File: config.mk
export PLATFORM = sky130hd
export DESIGN_NAME = regfile_mp_flat
export DESIGN_NICKNAME = d
export VERILOG_FILES = /design/src/rtl/regfile_pkg.sv /design/src/rtl/regfile_mp_if.sv /design/src/rtl/regfile_rd_port.sv /design/src/rtl/regfile_mp.sv /design/src/flat_wrapper.sv
export SDC_FILE = /design/constraint.sdc
export NUM_CORES = 1
export LEC_CHECK = 0
export ABC_AREA = 0
export BUFFER_PORTS_ARGS = -buffer_cell sky130_fd_sc_hd__buf_2
export CORE_UTILIZATION = 65
export CTS_BUF_LIST = sky130_fd_sc_hd__clkbuf_8
export DETAILED_ROUTE_END_ITERATION = 12
export HOLD_SLACK_MARGIN = 0.15
export PLACE_DENSITY = 0.82
export SLEW_MARGIN = 20
export SYNTH_ARGS = -nofsm -noshare
export SYNTH_HDL_FRONTEND = slang
export SYNTH_SLANG_ARGS = --single-unit
File: constraint.sdc
create_clock -name clk -period 3.4 [get_ports clk]
set_input_delay 0 -clock clk [delete_from_list [all_inputs] [get_ports clk]]
set_output_delay 0 -clock clk [all_outputs]
set_load 0.05 [all_outputs]
File: src/rtl/regfile_pkg.sv
// Shared types and constants for the multi-port register file.
// Optional write-first bypass is enabled by defining REGFILE_BYPASS_EN.
package regfile_pkg;

  typedef enum logic [0:0] {
    IDLE  = 1'b0,
    CLEAR = 1'b1
  } clr_state_e;

  localparam int DEF_DATA_W = 32;
  localparam int DEF_DEPTH  = 32;
  localparam int DEF_NUM_RD = 2;

  // Index width, never narrower than one bit.
  function automatic int calc_addr_w(input int depth);
    int w;
    w = $clog2(depth);
    if (w < 1) begin
      w = 1;
    end else begin
      w = w;
    end
    return w;
  endfunction

endpackage

File: src/rtl/regfile_mp_if.sv
// Access bus of the multi-port register file: one write port, NUM_RD read ports, clear control.
// Optional write-first bypass (REGFILE_BYPASS_EN) does not change this bus.
interface regfile_mp_if
  import regfile_pkg::*;
#(
  parameter int DATA_W = DEF_DATA_W,
  parameter int ADDR_W = calc_addr_w(DEF_DEPTH),
  parameter int NUM_RD = DEF_NUM_RD
);

  logic                           wr_en;
  logic [ADDR_W-1:0]              wr_addr;
  logic [DATA_W-1:0]              wr_data;
  logic [NUM_RD-1:0]              rd_en;
  logic [NUM_RD-1:0][ADDR_W-1:0]  rd_addr;
  logic [NUM_RD-1:0][DATA_W-1:0]  rd_data;
  logic [NUM_RD-1:0]              rd_valid;
  logic                           clr_req;
  logic                           busy;

  modport master (
    output wr_en, wr_addr, wr_data, rd_en, rd_addr, clr_req,
    input  rd_data, rd_valid, busy
  );

  modport slave (
    input  wr_en, wr_addr, wr_data, rd_en, rd_addr, clr_req,
    output rd_data, rd_valid, busy
  );

endinterface

File: src/rtl/regfile_rd_port.sv
// One registered read port; holds the zero-register override and, with
// REGFILE_BYPASS_EN defined, the write-first bypass mux.
module regfile_rd_port #(
  parameter int DATA_W   = 32,
  parameter int ADDR_W   = 5,
  parameter int ZERO_REG = 1
) (
  input  logic              clk,
  input  logic              rst,
  input  logic              rd_en,
  input  logic [ADDR_W-1:0] rd_addr,
  input  logic              busy,
  input  logic [DATA_W-1:0] mem_data,
`ifdef REGFILE_BYPASS_EN
  input  logic              wr_commit,
  input  logic [ADDR_W-1:0] wr_addr,
  input  logic [DATA_W-1:0] wr_data,
`endif
  output logic [DATA_W-1:0] rd_data,
  output logic              rd_valid
);

  logic              zero_hit_s;
  logic [DATA_W-1:0] rd_next_s;

  // Select the value to capture; zero register wins over any bypass.
  always_comb begin
    zero_hit_s = (ZERO_REG != 0) && (rd_addr == {ADDR_W{1'b0}});
    if (zero_hit_s) begin
      rd_next_s = {DATA_W{1'b0}};
    end
`ifdef REGFILE_BYPASS_EN
    else if (wr_commit && (wr_addr == rd_addr)) begin
      rd_next_s = wr_data;
    end
`endif
    else begin
      rd_next_s = mem_data;
    end
  end

  // Output registers: data holds when no read is accepted.
  always_ff @(posedge clk or posedge rst) begin
    if (rst) begin
      rd_data  <= {DATA_W{1'b0}};
      rd_valid <= 1'b0;
    end else if (rd_en && !busy) begin
      rd_data  <= rd_next_s;
      rd_valid <= 1'b1;
    end else begin
      rd_valid <= 1'b0;
    end
  end

endmodule

File: src/rtl/regfile_mp.sv
// Multi-port register file with a self-clearing sweep after reset or on request.
// Define REGFILE_BYPASS_EN for write-first reads; default build is read-first.
module regfile_mp
  import regfile_pkg::*;
#(
  parameter int DATA_W   = DEF_DATA_W,
  parameter int DEPTH    = DEF_DEPTH,
  parameter int NUM_RD   = DEF_NUM_RD,
  parameter int ZERO_REG = 1
) (
  input  logic         clk,
  input  logic         rst,
  regfile_mp_if.slave  bus
);

  localparam int                ADDR_W   = calc_addr_w(DEPTH);
  localparam logic [ADDR_W:0]   DEPTH_L  = (ADDR_W+1)'(DEPTH);
  localparam logic [ADDR_W-1:0] LAST_IDX = ADDR_W'(DEPTH - 1);

  clr_state_e        state_r;
  clr_state_e        state_next_s;
  logic [ADDR_W-1:0] clr_idx_r;
  logic [ADDR_W-1:0] clr_idx_next_s;
  logic              busy_s;
  logic              clr_we_s;
  logic              wr_commit_s;

  logic [DATA_W-1:0] mem_r      [DEPTH];
  logic [DATA_W-1:0] rd_word_s  [NUM_RD];
  logic [DATA_W-1:0] rd_data_s  [NUM_RD];
  logic              rd_valid_s [NUM_RD];

  // Clear FSM state register; reset lands in CLEAR so the array is swept first.
  always_ff @(posedge clk or posedge rst) begin
    if (rst) begin
      state_r   <= CLEAR;
      clr_idx_r <= {ADDR_W{1'b0}};
    end else begin
      state_r   <= state_next_s;
      clr_idx_r <= clr_idx_next_s;
    end
  end

  // Clear FSM next state; clr_req is only honoured from IDLE.
  always_comb begin
    state_next_s   = state_r;
    clr_idx_next_s = clr_idx_r;
    case (state_r)
      IDLE: begin
        clr_idx_next_s = {ADDR_W{1'b0}};
        if (bus.clr_req) begin
          state_next_s = CLEAR;
        end else begin
          state_next_s = IDLE;
        end
      end
      CLEAR: begin
        if (clr_idx_r == LAST_IDX) begin
          state_next_s   = IDLE;
          clr_idx_next_s = {ADDR_W{1'b0}};
        end else begin
          state_next_s   = CLEAR;
          clr_idx_next_s = clr_idx_r + ADDR_W'(1);
        end
      end
      default: begin
        state_next_s   = CLEAR;
        clr_idx_next_s = {ADDR_W{1'b0}};
      end
    endcase
  end

  // Clear FSM outputs.
  always_comb begin
    case (state_r)
      IDLE: begin
        busy_s   = 1'b0;
        clr_we_s = 1'b0;
      end
      CLEAR: begin
        busy_s   = 1'b1;
        clr_we_s = 1'b1;
      end
      default: begin
        busy_s   = 1'b1;
        clr_we_s = 1'b0;
      end
    endcase
  end

  // A write commits only when idle, in range, and not aimed at a hardwired zero register.
  always_comb begin
    wr_commit_s = 1'b0;
    if (bus.wr_en && !busy_s && ({1'b0, bus.wr_addr} < DEPTH_L)) begin
      if ((ZERO_REG != 0) && (bus.wr_addr == {ADDR_W{1'b0}})) begin
        wr_commit_s = 1'b0;
      end else begin
        wr_commit_s = 1'b1;
      end
    end else begin
      wr_commit_s = 1'b0;
    end
  end

  // Storage array, deliberately without reset; the sweep zeroes it.
  always_ff @(posedge clk) begin
    if (clr_we_s) begin
      mem_r[clr_idx_r] <= {DATA_W{1'b0}};
    end else if (wr_commit_s) begin
      mem_r[bus.wr_addr] <= bus.wr_data;
    end
  end

  // Array read per port; out-of-range indices read as zero.
  always_comb begin
    for (int p = 0; p < NUM_RD; p++) begin
      if ({1'b0, bus.rd_addr[p]} < DEPTH_L) begin
        rd_word_s[p] = mem_r[bus.rd_addr[p]];
      end else begin
        rd_word_s[p] = {DATA_W{1'b0}};
      end
    end
  end

  for (genvar p = 0; p < NUM_RD; p++) begin : g_rd
    regfile_rd_port #(
      .DATA_W   (DATA_W),
      .ADDR_W   (ADDR_W),
      .ZERO_REG (ZERO_REG)
    ) u_rd_port (
      .clk       (clk),
      .rst       (rst),
      .rd_en     (bus.rd_en[p]),
      .rd_addr   (bus.rd_addr[p]),
      .busy      (busy_s),
      .mem_data  (rd_word_s[p]),
`ifdef REGFILE_BYPASS_EN
      .wr_commit (wr_commit_s),
      .wr_addr   (bus.wr_addr),
      .wr_data   (bus.wr_data),
`endif
      .rd_data   (rd_data_s[p]),
      .rd_valid  (rd_valid_s[p])
    );
  end

  // Drive the bus outputs from the per-port registers and FSM decode.
  always_comb begin
    bus.busy = busy_s;
    for (int p = 0; p < NUM_RD; p++) begin
      bus.rd_data[p]  = rd_data_s[p];
      bus.rd_valid[p] = rd_valid_s[p];
    end
  end

endmodule

File: src/flat_wrapper.sv
// flat-port wrapper written by rule: the top's interface ports become plain ports
module regfile_mp_flat import regfile_pkg::*;
#(
  parameter int DATA_W   = DEF_DATA_W,
  parameter int DEPTH    = DEF_DEPTH,
  parameter int NUM_RD   = DEF_NUM_RD,
  parameter int ZERO_REG = 1
)
  (clk, rst, bus_wr_en, bus_wr_addr, bus_wr_data, bus_rd_en, bus_rd_addr, bus_clr_req, bus_rd_data, bus_rd_valid, bus_busy);
  regfile_mp_if #(.DATA_W(DATA_W), .NUM_RD(NUM_RD)) bus_i ();
  input  logic clk;
  input  logic rst;
  input wire logic [$bits(bus_i.wr_en)-1:0] bus_wr_en;
  input wire logic [$bits(bus_i.wr_addr)-1:0] bus_wr_addr;
  input wire logic [$bits(bus_i.wr_data)-1:0] bus_wr_data;
  input wire logic [$bits(bus_i.rd_en)-1:0] bus_rd_en;
  input wire logic [$bits(bus_i.rd_addr)-1:0] bus_rd_addr;
  input wire logic [$bits(bus_i.clr_req)-1:0] bus_clr_req;
  output wire logic [$bits(bus_i.rd_data)-1:0] bus_rd_data;
  output wire logic [$bits(bus_i.rd_valid)-1:0] bus_rd_valid;
  output wire logic [$bits(bus_i.busy)-1:0] bus_busy;
  assign bus_i.wr_en = bus_wr_en;
  assign bus_i.wr_addr = bus_wr_addr;
  assign bus_i.wr_data = bus_wr_data;
  assign bus_i.rd_en = bus_rd_en;
  assign bus_i.rd_addr = bus_rd_addr;
  assign bus_i.clr_req = bus_clr_req;
  assign bus_rd_data = bus_i.rd_data;
  assign bus_rd_valid = bus_i.rd_valid;
  assign bus_busy = bus_i.busy;
  regfile_mp #(.DATA_W(DATA_W), .DEPTH(DEPTH), .NUM_RD(NUM_RD), .ZERO_REG(ZERO_REG)) u_core (.clk(clk), .rst(rst), .bus(bus_i));
endmodule
# --- Word-level counts from Yosys, hierarchy flattened ---
# Memories as Yosys holds them, arrays and structs flattened.
# Index checks and enable logic that the tools add are counted.
# W data, S select, Z words.
word_totals:
  n_memories: 1
  input_bits: 53
  out_inout_bits: 67
  ramBits: 1024
  register_bits: 72
  word_cells: 38
op_classes:
  mux: 20
  reduce_logical: 8
  addsub: 1
  n_bitwise: 1
  eq_ne: 1
mem_list:
  columns: ["name", "depth", "width", "read_ports", "rd_ports_with_merged_regs", "write_ports", "line_no", "text"]
  rows:
  - ["u_core.mem_r", 32, 32, 2, 0, 1, "regfile_mp.sv:28", "logic [DATA_W-1:0] mem_r [DEPTH];"]
op_table:
  columns: ["op", "count"]
  rows:
  - ["$mux W32", 3]
  - ["$reduce_or A32 Y1", 1]
  - ["$logic_not A5 Y1", 3]
  - ["$mux W1", 12]
  - ["$mux W5", 2]
  - ["$pmux W5 S2", 1]
  - ["$add A5 B1 Y5 const B", 1]
  - ["$eq A5 B5 Y1 const B", 1]
  - ["$pmux W1 S2", 2]
  - ["$logic_and A1 B1 Y1", 3]
  - ["$logic_not A1 Y1", 1]
  - ["$not A1 Y1", 1]

# --- Depth between registers and ports, before layout ---
depth:
  depth_word: 10
  ltp_mapped: 9
  mapped_depth_nobuf: 6

# --- By module ---
# From an unflattened synthesis, not the netlist that was laid out.
hier_totals:
  cells_unflattened: 3707
  hier_area_um2: 51565.7
by_module_without_submodules:
  columns: ["mod", "n_inst", "area_each_um2", "cells_each", "seq_area_each_um2"]
  rows:
  - ["regfile_mp", 1, 48885.6, 3419, 30900.9]
  - ["regfile_rd_port", 2, 1340.0, 144, 825.8]

# --- Worst setup path after synthesis ---
# No wires, ideal clock.
synth_path:
  path_kind: "register -> register"
  startpoint: "reg u_core.state_r"
  endpoint: "mem u_core.mem_r[21][0] (enable)"
  setup_time_ns: 0.421
  period_less_slack_ns: 3.267
  stages_incl_launch_ff: 6
  required_time_ns: 2.979
  arrival_time_ns: 2.846
  setup_slack_ns: 0.133
  cell_sequence: "dfstp_2 > nor2b_1 > nand2_1 > a21boi_0 > nand2_1 > nor2_1"
synth_via:
  elab_chain_cells: 10
  elab_cells_between_ends: 13
  classes_between: "mux (9); bitwise (1); reduce/logical (3)"
synth_lines:
  columns: ["item", "line_no", "text"]
  rows:
  - ["from (decl)", "regfile_mp.sv:20", "clr_state_e state_r;"]
  - ["from (signal assigned)", "regfile_mp.sv:39", "state_r <= state_next_s;"]
  - ["$not A1 Y1", null, null]
  - ["$pmux W1 S2 (*)", "regfile_mp.sv:75", "case (state_r)"]
  - ["$logic_not A1 Y1", "regfile_mp.sv:94", "if (bus.wr_en && !busy_s && ({1'b0, bus.wr_addr} < DEPTH_L)) begin"]
  - ["$logic_and A1 B1 Y1", "regfile_mp.sv:94", null]
  - ["$mux W1", "regfile_mp.sv:94", null]
  - ["$mux W1", "regfile_mp.sv:109", "end else if (wr_commit_s) begin"]
  - ["$mux W1", "regfile_mp.sv:107", "if (clr_we_s) begin"]
  - ["$mux W1 (implied by the code)", "regfile_mp.sv:110", "mem_r[bus.wr_addr] <= bus.wr_data;"]
  - ["$reduce_or A32 Y1 (no source line)", null, null]
  - ["$mux W5 (no source line) / $mux W1 (equally long branches)", null, null]
  - ["to (decl)", "regfile_mp.sv:28", null]
# Every way passes the cells marked *; elsewhere a longest branch is shown, timed or not.

# --- Worst setup path in the final report ---
layout_path:
  startpoint: "reg u_core.state_r"
  endpoint: "reg u_core.g_rd[1].u_rd_port.rd_data[25]"
layout_via:
  elab_chain_cells: 4
layout_lines:
  columns: ["item", "line_no", "text"]
  rows:
  - ["$not A1 Y1", null, null]
  - ["$pmux W1 S2 (*)", "regfile_mp.sv:75", null]
  - ["$logic_not A1 Y1 (*)", "regfile_rd_port.sv:47", "end else if (rd_en && !busy) begin"]
  - ["$logic_and A1 B1 Y1 (*)", "regfile_rd_port.sv:47", null]
  - ["to (signal assigned)", "regfile_rd_port.sv:45", "rd_data <= {DATA_W{1'b0}};"]
  - ["to (signal assigned)", "regfile_rd_port.sv:48", "rd_data <= rd_next_s;"]
  - ["to (decl)", "regfile_rd_port.sv:19", "output logic [DATA_W-1:0] rd_data,"]
# Marked as above.
# A chain may end at the register's enable or synchronous reset.

==> metrics.txt <==
# DRC=0; Worst VDD drop=0.487 mV; sequential share of power=51.1%; vias per cell=7.26; Site Rows=102; Min Hold Slack=357 ps; setup bufs post-CTS=0; Crit Path Max Fanout=32; htree depth=4; Setup WS post-layout=between 150 and 200 ps; synthesized instance count=3024; Post-Syn Area=51000 um^2; fin. max-slew vios=0; FF-to-FF Start=u_core.state_r; worst-margin pin slew=1130 ps; pin count of the biggest net entering global routing=128; post-DR wirelength/cell=32.4 um; Power Total=~33 mW; Clk pin slew, worst setup/hold paths=about 60 ps; max incr delay on CP=680 ps; global-route wire length before repair=211000 um; Combinational Power Share=17.9%; I/O pin count=120; PD cells=576 nW/um^2; Hold WC Path Type=input pin to register; Fin Setup TNS=0 ps; RSZ-0062 raised after global routing=no; Clock Skew=30.6 ps; Final period util=95.1%; Nets=approximately 3300; share of post-route cells with drive strength above 1=31.5%; die height=282 um; PortBufs=119; Crit-path slowest cell=dfstp_2; max frequency=roughly 310 MHz; Unique masters post-synth=51; Main synth FF type=edfxtp_1; arrival time at the worst endpoint=4000 ps; final hold violations=0; Overflow after GRT=0; chip width=282 um; critical hold path startpoint=bus_wr_data[27]; NetSw=9.86 mW; EDFF count, synth=1024; status=complete, no violations; gpl congestion=around 0.9; Mean Syn Cell Area=16.9 um^2; remaining antenna violation count after routing=0; Switching Share=29.9%; TritonCTS clock tree=done; CTS-repair resized insts=0; die footprint=roughly 80000 um^2; Synth async-reset ratio=6.57%; DR vias=~32000; number of buffers created by CTS=about 170; Setup violations, final=0; crit path launch=u_core.state_r; Top cell by count, worst path=dlygate4sd3_1; P_leak=19.3 nW; most common cell after layout, fill and taps aside=edfxtp_1; Seq/Total Area, Yosys=63.8%; First DRT Iteration DRCs=4788; net count after synthesis=3079; Total GRT Usage=between 30% and 40%; initial antenna violation count=4; Final min period=3240 ps; Crit. End Element=register; Cell Int Power=23.1 mW; Worst-Skew Late Latency=850 ps; CTS root buf=clkbuf_8; Crit Path Class=register to register; clock share of power=31.0%; total wire length=~140000 um; Seq cells post-synth=1096; DRT Pass-1 Iters=8; commonest cells after routing, fill and taps aside=1024 x edfxtp_1, 320 x mux4_2, 234 x mux2_2, 180 x clkbuf_8, 143 x nand2_1; CORE AREA=77600 um^2; synthesis-to-layout area growth=12.2%; Clock Sinks=1096; Initial Util=65.7%; HPWL Detailed=83600 um; Critical Path Source Type=register; max-cap violation count=0; Place WS=between 400 and 500 ps; synthesis warning total=0; cts hold-fix bufs=63; Max Root-Sink Buffers=3; CP Cell Sequence=nand2b_2 > buf_4 > nand2_1 > nand4_1 > dlygate4sd3_1 > o211a_1 > dlygate4sd3_1; Max-slew headroom=24.6%; CP Data Required Time=4170 ps; vias in the first global route=~33000
## logic make-up (layout without fill, tap and decap cells)
family                     Yosys count  count (layout)  share of synthesized area [%]
adders and majority gates            2               2                         0.0491
DFF                               1096            1096                           63.8
buffers and inverters              244             633                           2.71
and+or+nand+nor                    698             698                           7.28
other                                0               4                              0
xor gates and xnor gates             2               2                         0.0344
AOI/OAI and AO/OA                  336             336                           4.95
muxes                              646             646                           21.1
## critical path, delay by kind of cell, from the launching register on
family / cells / cell delay (ps)
buf+inv: 3 / 1710
simple gates: 3 / 600
compound gates: 1 / 160
flops: 1 / 680
## power groups by stage
| stage | combinational (mW) | clock [mW] | sequential, mW |
|---|---|---|---|
| after detailed placement | 5.69 | 0 | 17.0 |
| after CTS | 5.79 | 10.3 | 16.8 |
| final | 5.89 | 10.2 | 16.8 |
| after floorplan | 2.66 | 0 | 17.8 |
| after global placement | 5.56 | 0 | 16.9 |
| after global routing | 6.08 | 10.8 | 16.9 |
## through the flow
step / util (%) / std cells / area [um^2]
finish: 73.7 / 4457 / 57200
global route: 73.7 / 4456 / 57200
CTS: 73.7 / 4453 / 57200
detailed placement: 68.9 / 4081 / 53400
global placement: 68.8 / 4079 / 53400
floorplan: - / 3024 / 51000
## cells in the mapped netlist (16+ instances only)
library cell,count,area share (%)
a211oi_1,120,1.8
a32o_1,62,1.2
and2_1,34,0.42
buf_2,81,0.79
buf_4,42,0.62
buf_6,27,0.60
clkbuf_1,76,0.56
dfrtp_1,71,3.5
edfxtp_1,1024,60
mux2_1,16,0.35
mux2_2,234,5.2
mux2i_1,76,1.5
mux4_2,320,14
nand2_1,143,1.1
nand2b_1,65,0.80
nand3_1,69,0.68
nor2_1,100,0.74
nor2b_1,126,1.5
nor4_1,62,0.76
o22ai_1,127,1.6
or3_1,64,0.79
## per-layer routing
layer	part of all wire, %	global-route usage, %	routed length, um
met1	35	48.5	50600
met4	6.2	21.4	8920
met5	0.087	1.16	126
met3	12	8.92	16700
met2	47	57.2	68100
## cell type report
| cell class | instances | area, um^2 |
|---|---|---|
| Sequential cell | 1096 | 32600 |
| Fill cell | 4467 | 20400 |
| Multi-Input combinational cell | 1684 | 17400 |
| Timing Repair Buffer | 318 | 2800 |
| Clock buffer | 180 | 2480 |
| Tap cell | 1040 | 1300 |
| Clock inverter | 129 | 659 |
| Inverter | 6 | 26.3 |
| Antenna cell | 4 | 10.0 |
## flip-flops by register name, summed over array words and instances, names as in the netlist
signal / count
u_core.state_r: 1
u_core.g_rd.u_rd_port.rd_data: 64
u_core.g_rd.u_rd_port.rd_valid: 2
u_core.clr_idx_r: 5
u_core.mem_r: 1024
## final timing paths
check | depth (start not counted) | slack, ps | to
worst min register to register | 1 | 510 | u_core.g_rd[1].u_rd_port.rd_data[28]
worst max register to register | 7 | 160 | u_core.g_rd[1].u_rd_port.rd_data[25]
max in group asynchronous | 5 | 1980 | u_core.g_rd[1].u_rd_port.rd_data[24]
worst min-delay path | 4 | 360 | u_core.mem_r[11][27]
min in group asynchronous | 4 | 390 | u_core.g_rd[0].u_rd_port.rd_data[13]
worst max-delay path | 7 | 160 | u_core.g_rd[1].u_rd_port.rd_data[25]
(Power assumes the default switching activity.)
